### src/rtl/tdm_pkg.sv
// Shared constants and state encoding for the 31-channel, 2-bit TDM receive path.
package tdm_pkg;

   localparam int NUM_CH      = 31;
   localparam int W           = 2;
   localparam int SEL_W       = 5;
   localparam int FRAME_CNT_W = 8;

   typedef enum logic [1:0] {
      HUNT    = 2'd0,
      COLLECT = 2'd1,
      COMMIT  = 2'd2
   } state_t;

endpackage

### src/rtl/tdm_shadow_bank.sv
// Write-indexed sample bank that collects one frame before it is committed.
module tdm_shadow_bank #(
   parameter int NUM_CH = tdm_pkg::NUM_CH,
   parameter int W      = tdm_pkg::W,
   parameter int SEL_W  = tdm_pkg::SEL_W
) (
   input  logic                clk,
   input  logic                we,
   input  logic [SEL_W-1:0]    idx,
   input  logic [W-1:0]        data,
   output logic [NUM_CH*W-1:0] rd_flat
);

   // Contents are don't-care until a frame is collected, so no reset.
   logic [NUM_CH*W-1:0] mem;

   always_ff @(posedge clk) begin
      if (we) begin
         mem[idx*W +: W] <= data;
      end
   end

   assign rd_flat = mem;

endmodule

### src/rtl/tdm_demux.sv
// TDM receive demux: scatters beat k of each frame into channel k and
// commits the whole frame to out_flat atomically.
module tdm_demux #(
   parameter int NUM_CH = tdm_pkg::NUM_CH,
   parameter int W      = tdm_pkg::W,
   parameter int SEL_W  = tdm_pkg::SEL_W
) (
   input  logic                               clk,
   input  logic                               rst,
   input  logic                               in_valid,
   input  logic                               in_sof,
   input  logic [W-1:0]                       in_data,
   output logic                               in_ready,
   output logic [NUM_CH*W-1:0]                out_flat,
   output logic [SEL_W-1:0]                   cur_sel,
   output logic                               frame_done,
   output logic                               sync_err,
   output logic [tdm_pkg::FRAME_CNT_W-1:0]    frame_cnt
);

   import tdm_pkg::*;

   localparam logic [SEL_W-1:0] LAST_CH = SEL_W'(NUM_CH - 1);

   state_t              state;
   logic [SEL_W-1:0]    ch;
   logic                accept;
   logic                wr_en;
   logic [SEL_W-1:0]    wr_idx;
   logic [NUM_CH*W-1:0] rd_flat;

   always_comb begin
      in_ready = (state != COMMIT);
      cur_sel  = (state == COLLECT) ? ch : '0;
      accept   = in_valid & in_ready;
      wr_en    = accept & (in_sof | (state == COLLECT));
      wr_idx   = in_sof ? '0 : ch;
   end

   tdm_shadow_bank #(
      .NUM_CH (NUM_CH),
      .W      (W),
      .SEL_W  (SEL_W)
   ) u_shadow (
      .clk     (clk),
      .we      (wr_en),
      .idx     (wr_idx),
      .data    (in_data),
      .rd_flat (rd_flat)
   );

   always_ff @(posedge clk or posedge rst) begin
      if (rst) begin
         state      <= HUNT;
         ch         <= '0;
         out_flat   <= '0;
         frame_done <= 1'b0;
         sync_err   <= 1'b0;
         frame_cnt  <= '0;
      end else begin
         frame_done <= 1'b0;
         sync_err   <= 1'b0;
         case (state)
            HUNT: begin
               if (accept && in_sof) begin
                  if (NUM_CH == 1) begin
                     state <= COMMIT;
                  end else begin
                     ch    <= SEL_W'(1);
                     state <= COLLECT;
                  end
               end
            end
            COLLECT: begin
               if (accept) begin
                  // A premature sof restarts the frame; stale entries get overwritten before commit.
                  if (in_sof) begin
                     sync_err <= 1'b1;
                     ch       <= SEL_W'(1);
                  end else if (ch == LAST_CH) begin
                     state <= COMMIT;
                  end else begin
                     ch <= ch + SEL_W'(1);
                  end
               end
            end
            COMMIT: begin
               out_flat   <= rd_flat;
               frame_done <= 1'b1;
               frame_cnt  <= frame_cnt + 1'b1;
               ch         <= '0;
               state      <= HUNT;
            end
            default: begin
               state <= HUNT;
               ch    <= '0;
            end
         endcase
      end
   end

endmodule

### config.mk
export PLATFORM = sky130hd
export DESIGN_NAME = tdm_demux
export DESIGN_NICKNAME = d
export VERILOG_FILES = /design/src/rtl/tdm_pkg.sv /design/src/rtl/tdm_shadow_bank.sv /design/src/rtl/tdm_demux.sv
export SDC_FILE = /design/constraint.sdc
export NUM_CORES = 1
export LEC_CHECK = 0
export ABC_AREA = 0
export BUFFER_PORTS_ARGS = -buffer_cell sky130_fd_sc_hd__buf_2
export CORE_MARGIN = 10
export CORE_UTILIZATION = 57
export CTS_CLUSTER_DIAMETER = 30
export CTS_CLUSTER_SIZE = 25
export DETAILED_ROUTE_END_ITERATION = 6
export GPL_ROUTABILITY_DRIVEN = 0
export PLACE_DENSITY = 0.78
export RECOVER_POWER = 25
export SYNTH_ARGS = -nofsm -noshare
export SYNTH_HDL_FRONTEND = slang
export SYNTH_SLANG_ARGS = --single-unit
### constraint.sdc
create_clock -name clk -period 3.2 [get_ports clk]
set_input_delay 0.48 -clock clk [delete_from_list [all_inputs] [get_ports clk]]
set_output_delay 0.48 -clock clk [all_outputs]
set_load 0.05 [all_outputs]
==> results of run 1 <==
cell families after synthesis:
family / share of synthesized area
compound gates: 0.0272
xor+xnor: 0.0150
flops: 0.657
fa+ha+maj: 0.0124
simple gates: 0.264
buf+inv: 0.0246
stage by stage:
stage	std cells	area [um2]	hold slack [ns]	utilization	power [mW]
2_1_floorplan	576	5840	0.415	-	2.42
3_3_place_gp	770	6350	0.424	0.643	2.53
3_5_place_dp	770	6350	0.422	0.643	2.54
4_1_cts	802	6970	0.280	0.706	4.53
5_1_grt	802	6960	0.309	0.706	4.66
6_report	802	6960	0.313	0.706	4.51
registers in the layout (all words and copies together) (netlist names):
register	cells
u_shadow.rd_flat	62
frame_cnt	8
frame_done	1
ch	5
out_flat	62
state	2
sync_err	1
report_power, final:
part,leakage (nW),internal [mW],switching (mW)
combinational,1.30,0.123,0.401
clock,0.318,1.27,0.729
sequential,1.58,1.93,0.0524
final cells by class:
type / instances / area share
multi-input cells: 402 / 0.267
flip-flops and latches: 141 / 0.551
inverters: 5 / 0.00270
well taps: 133 / 0.0239
clock buffers: 24 / 0.0798
repair buffers: 89 / 0.0652
clock inverters: 8 / 0.00970
cell usage in the layout (no fill, tap or decap), types with 2 or more instances in the layout:
master and n:
nand3_1 8, clkbuf_8 4, clkinv_2 5, nand3b_1 4, nor2b_1 4, nand2_2 2
a21oi_1 4, edfxtp_1 62, nand2b_1 6, nand4_1 12, clkbuf_16 20, nand2_1 208
a311oi_1 2, nor2_1 102, ha_1 5, xor2_1 2, inv_4 2, and2_1 6
nand4_2 2, o21ai_0 2, xnor2_1 8, and4_1 2, dfrtp_1 79, inv_1 5
buf_2 83, buf_4 4, nor3_1 5
metal layers:
layer | vias up | global-route usage
met5 | - | 0
met4 | 0 | 0.0768
met3 | 40 | 0.0661
met2 | 192 | 0.289
met1 | 2125 | 0.231
li1 | 2045 | -
worst min-delay path by stage:
stage / to / start
6_report: state[1] / in_valid
5_1_grt: state[1] / in_valid
4_1_cts: out_flat[40] / rst
3_5_place_dp: out_flat[60] / u_shadow.rd_flat[60]
3_3_place_gp: out_flat[52] / u_shadow.rd_flat[52]
2_1_floorplan: out_flat[0] / u_shadow.rd_flat[0]
worst reg2reg max path, stage by stage (launching register included):
cell,delay (ns)
dfrtp_1,0.60
nand2b_1,0.20
ha_1,0.37
o21a_1,0.16
ha_1,0.32
nor2_1,0.32
nand4_1,0.35
nor2_1,0.31
==> metrics.md, run 1 <==
| Metric | Value |
|---|---|
| Status | finished, violations left |
| Failing checks | max-capacitance violations, max-slew violations |
| Chip Width | 121 um |
| Worst-skew pair later-pin latency | around 0.53 ns |
| Cell chosen for the clock root | clkbuf_8 |
| Die boundary height | 121 um |
| Routed wirelength normalized by instance count | around 17 um |
| Highest routed metal layer | met4 |
| Routed length on met3 | 1.09 mm |
| Ports placed on the boundary | 84 |
| Cell types with the largest area share after synthesis | dfrtp_1 (34%), edfxtp_1 (32%), nand2_1 (13%) |
| Hold depth | 3 |
| Cell type with the largest total area after synthesis | dfrtp_1 |
| Placement-stage worst setup slack | approximately 0.21 ns |
| Initial core utilization | 0.592 |
| Hold/Removal Path Class | in -> reg |
| Critical path data arrival time | ~3.2 ns |
| Layout Skew | ~0.007 ns |
| Critical path's slowest cell | dfrtp_1 |
| Critical path data required time | 3.41 ns |
| CP endpoint | u_shadow.rd_flat[52] |
| Fraction of final layout cells with drive strength greater than 1 | 0.194 |
| DRT antenna net count | 0 |
| Lkg Pwr | 3.20 nW |
| Placed wire-length estimate after detailed placement | 8.96 mm |
| Via count | about 4.4k |
| Most common library cells after synthesis | nand2_1 (208), nor2_1 (102), dfrtp_1 (79) |
| Most used DFF post-synth | dfrtp_1 |
| Crit path from | ch[0] |
| Final setup violation count | 0 |
| Post-layout nets | 667 |
| Setup repair after global routing missed its margin | false |
| Met2 Routed Length | about 6.4 mm |
| Total routed wire length on the met1 layer | 5.50 mm |
| Share of the yosys chip area belonging to registers | 0.657 |
| Pin count of the biggest net entering global routing | 80 |
| Synth Cell Area | about 5800 um2 |
| Number of resized instances in the post-cts repair step | 0 |
| Final Critical Period | 2.94 ns |
| Clock sink count | 141 |
| Reg-to-Reg Start | ch[0] |
| Cell area power density | 648 nW/um2 |
| Terminus of the critical flop-to-flop path | u_shadow.rd_flat[52] |
| Critical path endpoint category | flip-flop |
| Clock-pin slew on the worst setup and hold paths | 0.06 ns |
| Most common cell in the netlist | nand2_1 |
| Largest fanout on the critical path | 13 |
| Nets in the synthesized netlist | 587 |
| Global-route wire length before repair | 21.5 mm |
| Endpoints failing hold | 0 |
| Gr usage total | 0.185 |
| Final clock period utilization by the worst path | 0.920 |
| Synth top area share | 0.338 |
| Fillcell total | 687 |
| Mean area per synthesized cell | just over 10 um2 |
| Area taken by flip-flops and latches | 3840 um2 |
| Worst path setup slack after routing | 0.257 ns |
| Family with the most delay on the worst path | simple AND/OR/NAND/NOR gates |
| Number of buffers and inverters on the critical path | 0 |
| Yosys reg bits | 141 |
| Routed vias/inst | 5.49 |
| Number of maximum-capacitance violations | 1 |
| Maximum operating frequency | 340 MHz |
| Total die area | about 15,000 um2 |
| Proportion of register bits with asynchronous set or reset after synthesis | 0.560 |
| Clock tree from TritonCTS | built |
| Initial DRT Pass Iterations | 5 |
| Flop2flop setup slack | 0.26 ns |
| # rows | 36 |
| Count of inserted antenna diode cells | 0 |
| Initial antenna violation count | 0 |
| Core area | 9860 um2 |
| Number of distinct library cells after synthesis | 43 |
| Cell count along the critical path | 7 |
| Total gr overflow | 0 |
| Worst IR Drop VDD | ~0.00029 V |
| Total area of multi-input combinational cells | between 1500 and 2000 um2 |
| Setup Total Neg Slack | 0 ns |
| Via count of the first global-routing pass | 4,346 |
| Detailed router's first-iteration violation count | 456 |
| Number of setup buffers added after CTS | 0 |
| Number of standard cells after synthesis | 576 |
| DRC Markers | 0 |
| Pins Over Slew Limit | 80 |
| Remaining max-slew budget at the tightest pin | -0.257 |
| Routed Wire Length | ~13 mm |
| Total CTS buffers | 17 |
| Area growth syn-to-layout | 19.2% |
| Category of the critical setup timing path | reg -> reg |
| Worst path cell trace | nand2b_1, ha_1, o21a_1, ha_1, nor2_1, nand4_1, nor2_1 |
| Peak per-stage delay on the critical path | 0.60 ns |
| Depth of the worst register-to-register path | 7 |
| Buffers on Ports | 83 |
| Yosys warning count | 0 |
| Startpoint kind of the worst setup timing path | flip-flop |
| Slew at the pin closest to its max-slew limit | 1.88 ns |
| Number of H-tree levels | 4 |
| Number of enable-type register cells in the synthesized netlist | 62 |
| Number of hold-repair buffers added at the cts stage | 0 |
| Longest Clk Path Bufs | 2 |
(Power assumes the default switching activity.)
==> inputs of run 2 (changes only) <==
- CORE_MARGIN: 10 -> unset
==> run 2 against run 1 <==
The run still ends with max-capacitance violations, max-slew violations left. Via count increased by 1.4%. First-iteration DRC count is 40% lower. Clock power decreased by 6%. Routed wire length shrank 1.3%. Maximum frequency decreased by 3.7%. Sequential power about the same. Highest routed layer unchanged. Die area decreased by 27%. Combinational power about the same.
==> metrics.md, run 2 (synthesis results as in run 1) <==
| Metric | Value |
|---|---|
| Cell area reported after detailed placement | 6340 um2 |
| Clock sink count | 141 |
| Total net switching power | between 1 and 1.5 mW |
| Failing checks | max-capacitance violations, max-slew violations |
| Total die area | roughly 11,000 um2 |
| Initial core utilization | 0.592 |
| Layout Skew | ~0.014 ns |
| Final Critical Period | a little over 3 ns |
| Worst hold start | in_valid |
| Routed wirelength normalized by instance count | 16.4 um |
| Number of H-tree levels | 4 |
| Internal Dissipation | 3.25 mW |
| Largest fanout on the critical path | 13 |
| Placement-stage worst setup slack | 0.247 ns |
| PnR Total Power | 4.40 mW |
| Post-Route Hold Slack | between 0.3 and 0.4 ns |
| Category of the critical setup timing path | reg -> reg |
| Pin count of the biggest net entering global routing | 80 |
| Commonest cells after routing, fill and taps aside | nand2_1 (208), nor2_1 (102), dfrtp_1 (79) |
| Clock tree from TritonCTS | built |
| Flop2flop setup slack | 0.15 ns |
| # rows | 36 |
| Remaining max-slew budget at the tightest pin | -0.270 |
| Critical path data required time | 3.41 ns |
| Setup repair after global routing missed its margin | false |
| Number of resized instances in the post-cts repair step | 0 |
| Final setup violation count | 0 |
| Non-filler cells in the finished layout | 800 |
| Routed Wire Length | 13.1 mm |
| Hold depth | 3 |
| Core area | 9860 um2 |
| Worst path cell trace | nand2b_1, ha_1, o21a_1, ha_1, nor2b_1, nand4_1, nor2_1 |
| Chip Width | 103 um |
| Peak per-stage delay on the critical path | 0.62 ns |
| Endpoints failing hold | 0 |
| Worst IR Drop VDD | 0.000342 V |
| DRC Markers | 0 |
| Setup Total Neg Slack | 0 ns |
| Gr usage total | 0.270 |
| Switching share of power | 0.261 |
| Ports placed on the boundary | 84 |
| Hold/Removal Path Class | in -> reg |
| Part of the power in registers | 0.452 |
| Global-route wire length before repair | 20.8 mm |
| Placed wire-length estimate after detailed placement | 8.52 mm |
| Reg-to-Reg Start | ch[0] |
| Critical path's slowest cell | dfrtp_1 |
| Number of setup buffers added after CTS | 0 |
| Detailed router's first-iteration violation count | 272 |
| Total non-filler cell area in the finished layout | approximately 7000 um2 |
| Buffers on Ports | 83 |
| Pins Over Slew Limit | 80 |
| Count of inserted antenna diode cells | 0 |
| Most common cell after layout, fill and taps aside | nand2_1 |
| Lkg Pwr | a little over 3 nW |
| Longest Clk Path Bufs | 2 |
| Worst hold endpoint | state[1] |
| Initial DRT Pass Iterations | 6 |
| Comb pwr share | 0.119 |
| Cell area power density | 640 nW/um2 |
| Total CTS buffers | 17 |
| Area growth syn-to-layout | 17.8% |
| Critical path endpoint category | flip-flop |
| Utilization after layout | 0.698 |
| CP most frequent cell | ha_1 |
| Depth of the worst register-to-register path | 7 |
| DRT antenna net count | 0 |
| Terminus of the critical flop-to-flop path | u_shadow.rd_flat[20] |
| Die boundary height | 103 um |
| Slew at the pin closest to its max-slew limit | ~1.9 ns |
| Number of hold-repair buffers added at the cts stage | 0 |
| Via count | 4,462 |
| Placed Cells | around 770 |
| Post-layout nets | 665 |
| Final clock period utilization by the worst path | 0.955 |
| Number of maximum-capacitance violations | 1 |
| Routed vias/inst | 5.58 |
| Initial antenna violation count | 0 |
| Fraction of final layout cells with drive strength greater than 1 | 0.171 |
| Worst-skew pair later-pin latency | 0.53 ns |
| Worst path setup slack after routing | roughly 0.15 ns |
| Maximum operating frequency | 327 MHz |
| Total gr overflow | 0 |
| Clock-pin slew on the worst setup and hold paths | 0.06 ns |
| Status | finished, violations left |
| Cell chosen for the clock root | clkbuf_8 |
| Startpoint kind of the worst setup timing path | flip-flop |
| Via count of the first global-routing pass | 4,373 |
| Critical path data arrival time | about 3.3 ns |
| Part of the total power dissipated in the clock network | 0.430 |
-- run 2: cell count changes in the layout (fill, tap and decap cells not counted) --
cell	change
clkbuf_1	+13
buf_2	-8
clkbuf_16	-4
clkinv_2	-3
bufinv_16	+2
clkbuf_8	-2
clkinv_1	+2
inv_4	-2
buf_4	-1
clkinvlp_4	+1
inv_1	-1
inv_2	+1
-- run 2: worst max path at each step --
stage | start | end | slack (ns)
global route | ch[0] | u_shadow.rd_flat[20] | 0.02
detailed placement | in_sof | u_shadow.rd_flat[28] | 0.25
floorplan | in_sof | u_shadow.rd_flat[20] | 0.44
global placement | in_sof | u_shadow.rd_flat[28] | 0.39
finish | ch[0] | u_shadow.rd_flat[20] | 0.15
CTS | ch[0] | u_shadow.rd_flat[21] | 0.23
-- run 2: cell type report --
| cell class | instances | area [um2] |
|---|---|---|
| Multi-Input combinational cell | 402 | 1860 |
| Timing Repair Buffer | 87 | 433 |
| Clock buffer | 24 | 450 |
| Clock inverter | 8 | 115 |
| Inverter | 5 | 18.8 |
| Sequential cell | 141 | 3840 |
| Tap cell | 133 | 166 |
| Fill cell | 724 | 2980 |
-- run 2: critical path: cells and delay by family (launching register included) --
family	cells	cell delay [ns]
AND/OR/NAND/NOR	4	1.24
adder cells (fa/ha/maj)	2	0.71
flip-flops	1	0.62
AO/OA/AOI/OAI	1	0.17
-- run 2: layer usage --
metal,up-vias,share of wire,track usage
met3,53,0.077,0.0638
met2,235,0.49,0.438
met1,2137,0.40,0.332
met4,0,0.032,0.160
li1,2037,-,-
met5,-,0,0
-- run 2: power groups by stage --
stage	registers, mW	logic [mW]	clock network (mW)
floorplan	2.15	0.275	0
global placement	2.02	0.506	0
detailed placement	2.02	0.518	0
CTS	1.99	0.524	1.91
global route	2.00	0.559	2.00
finish	1.99	0.522	1.89
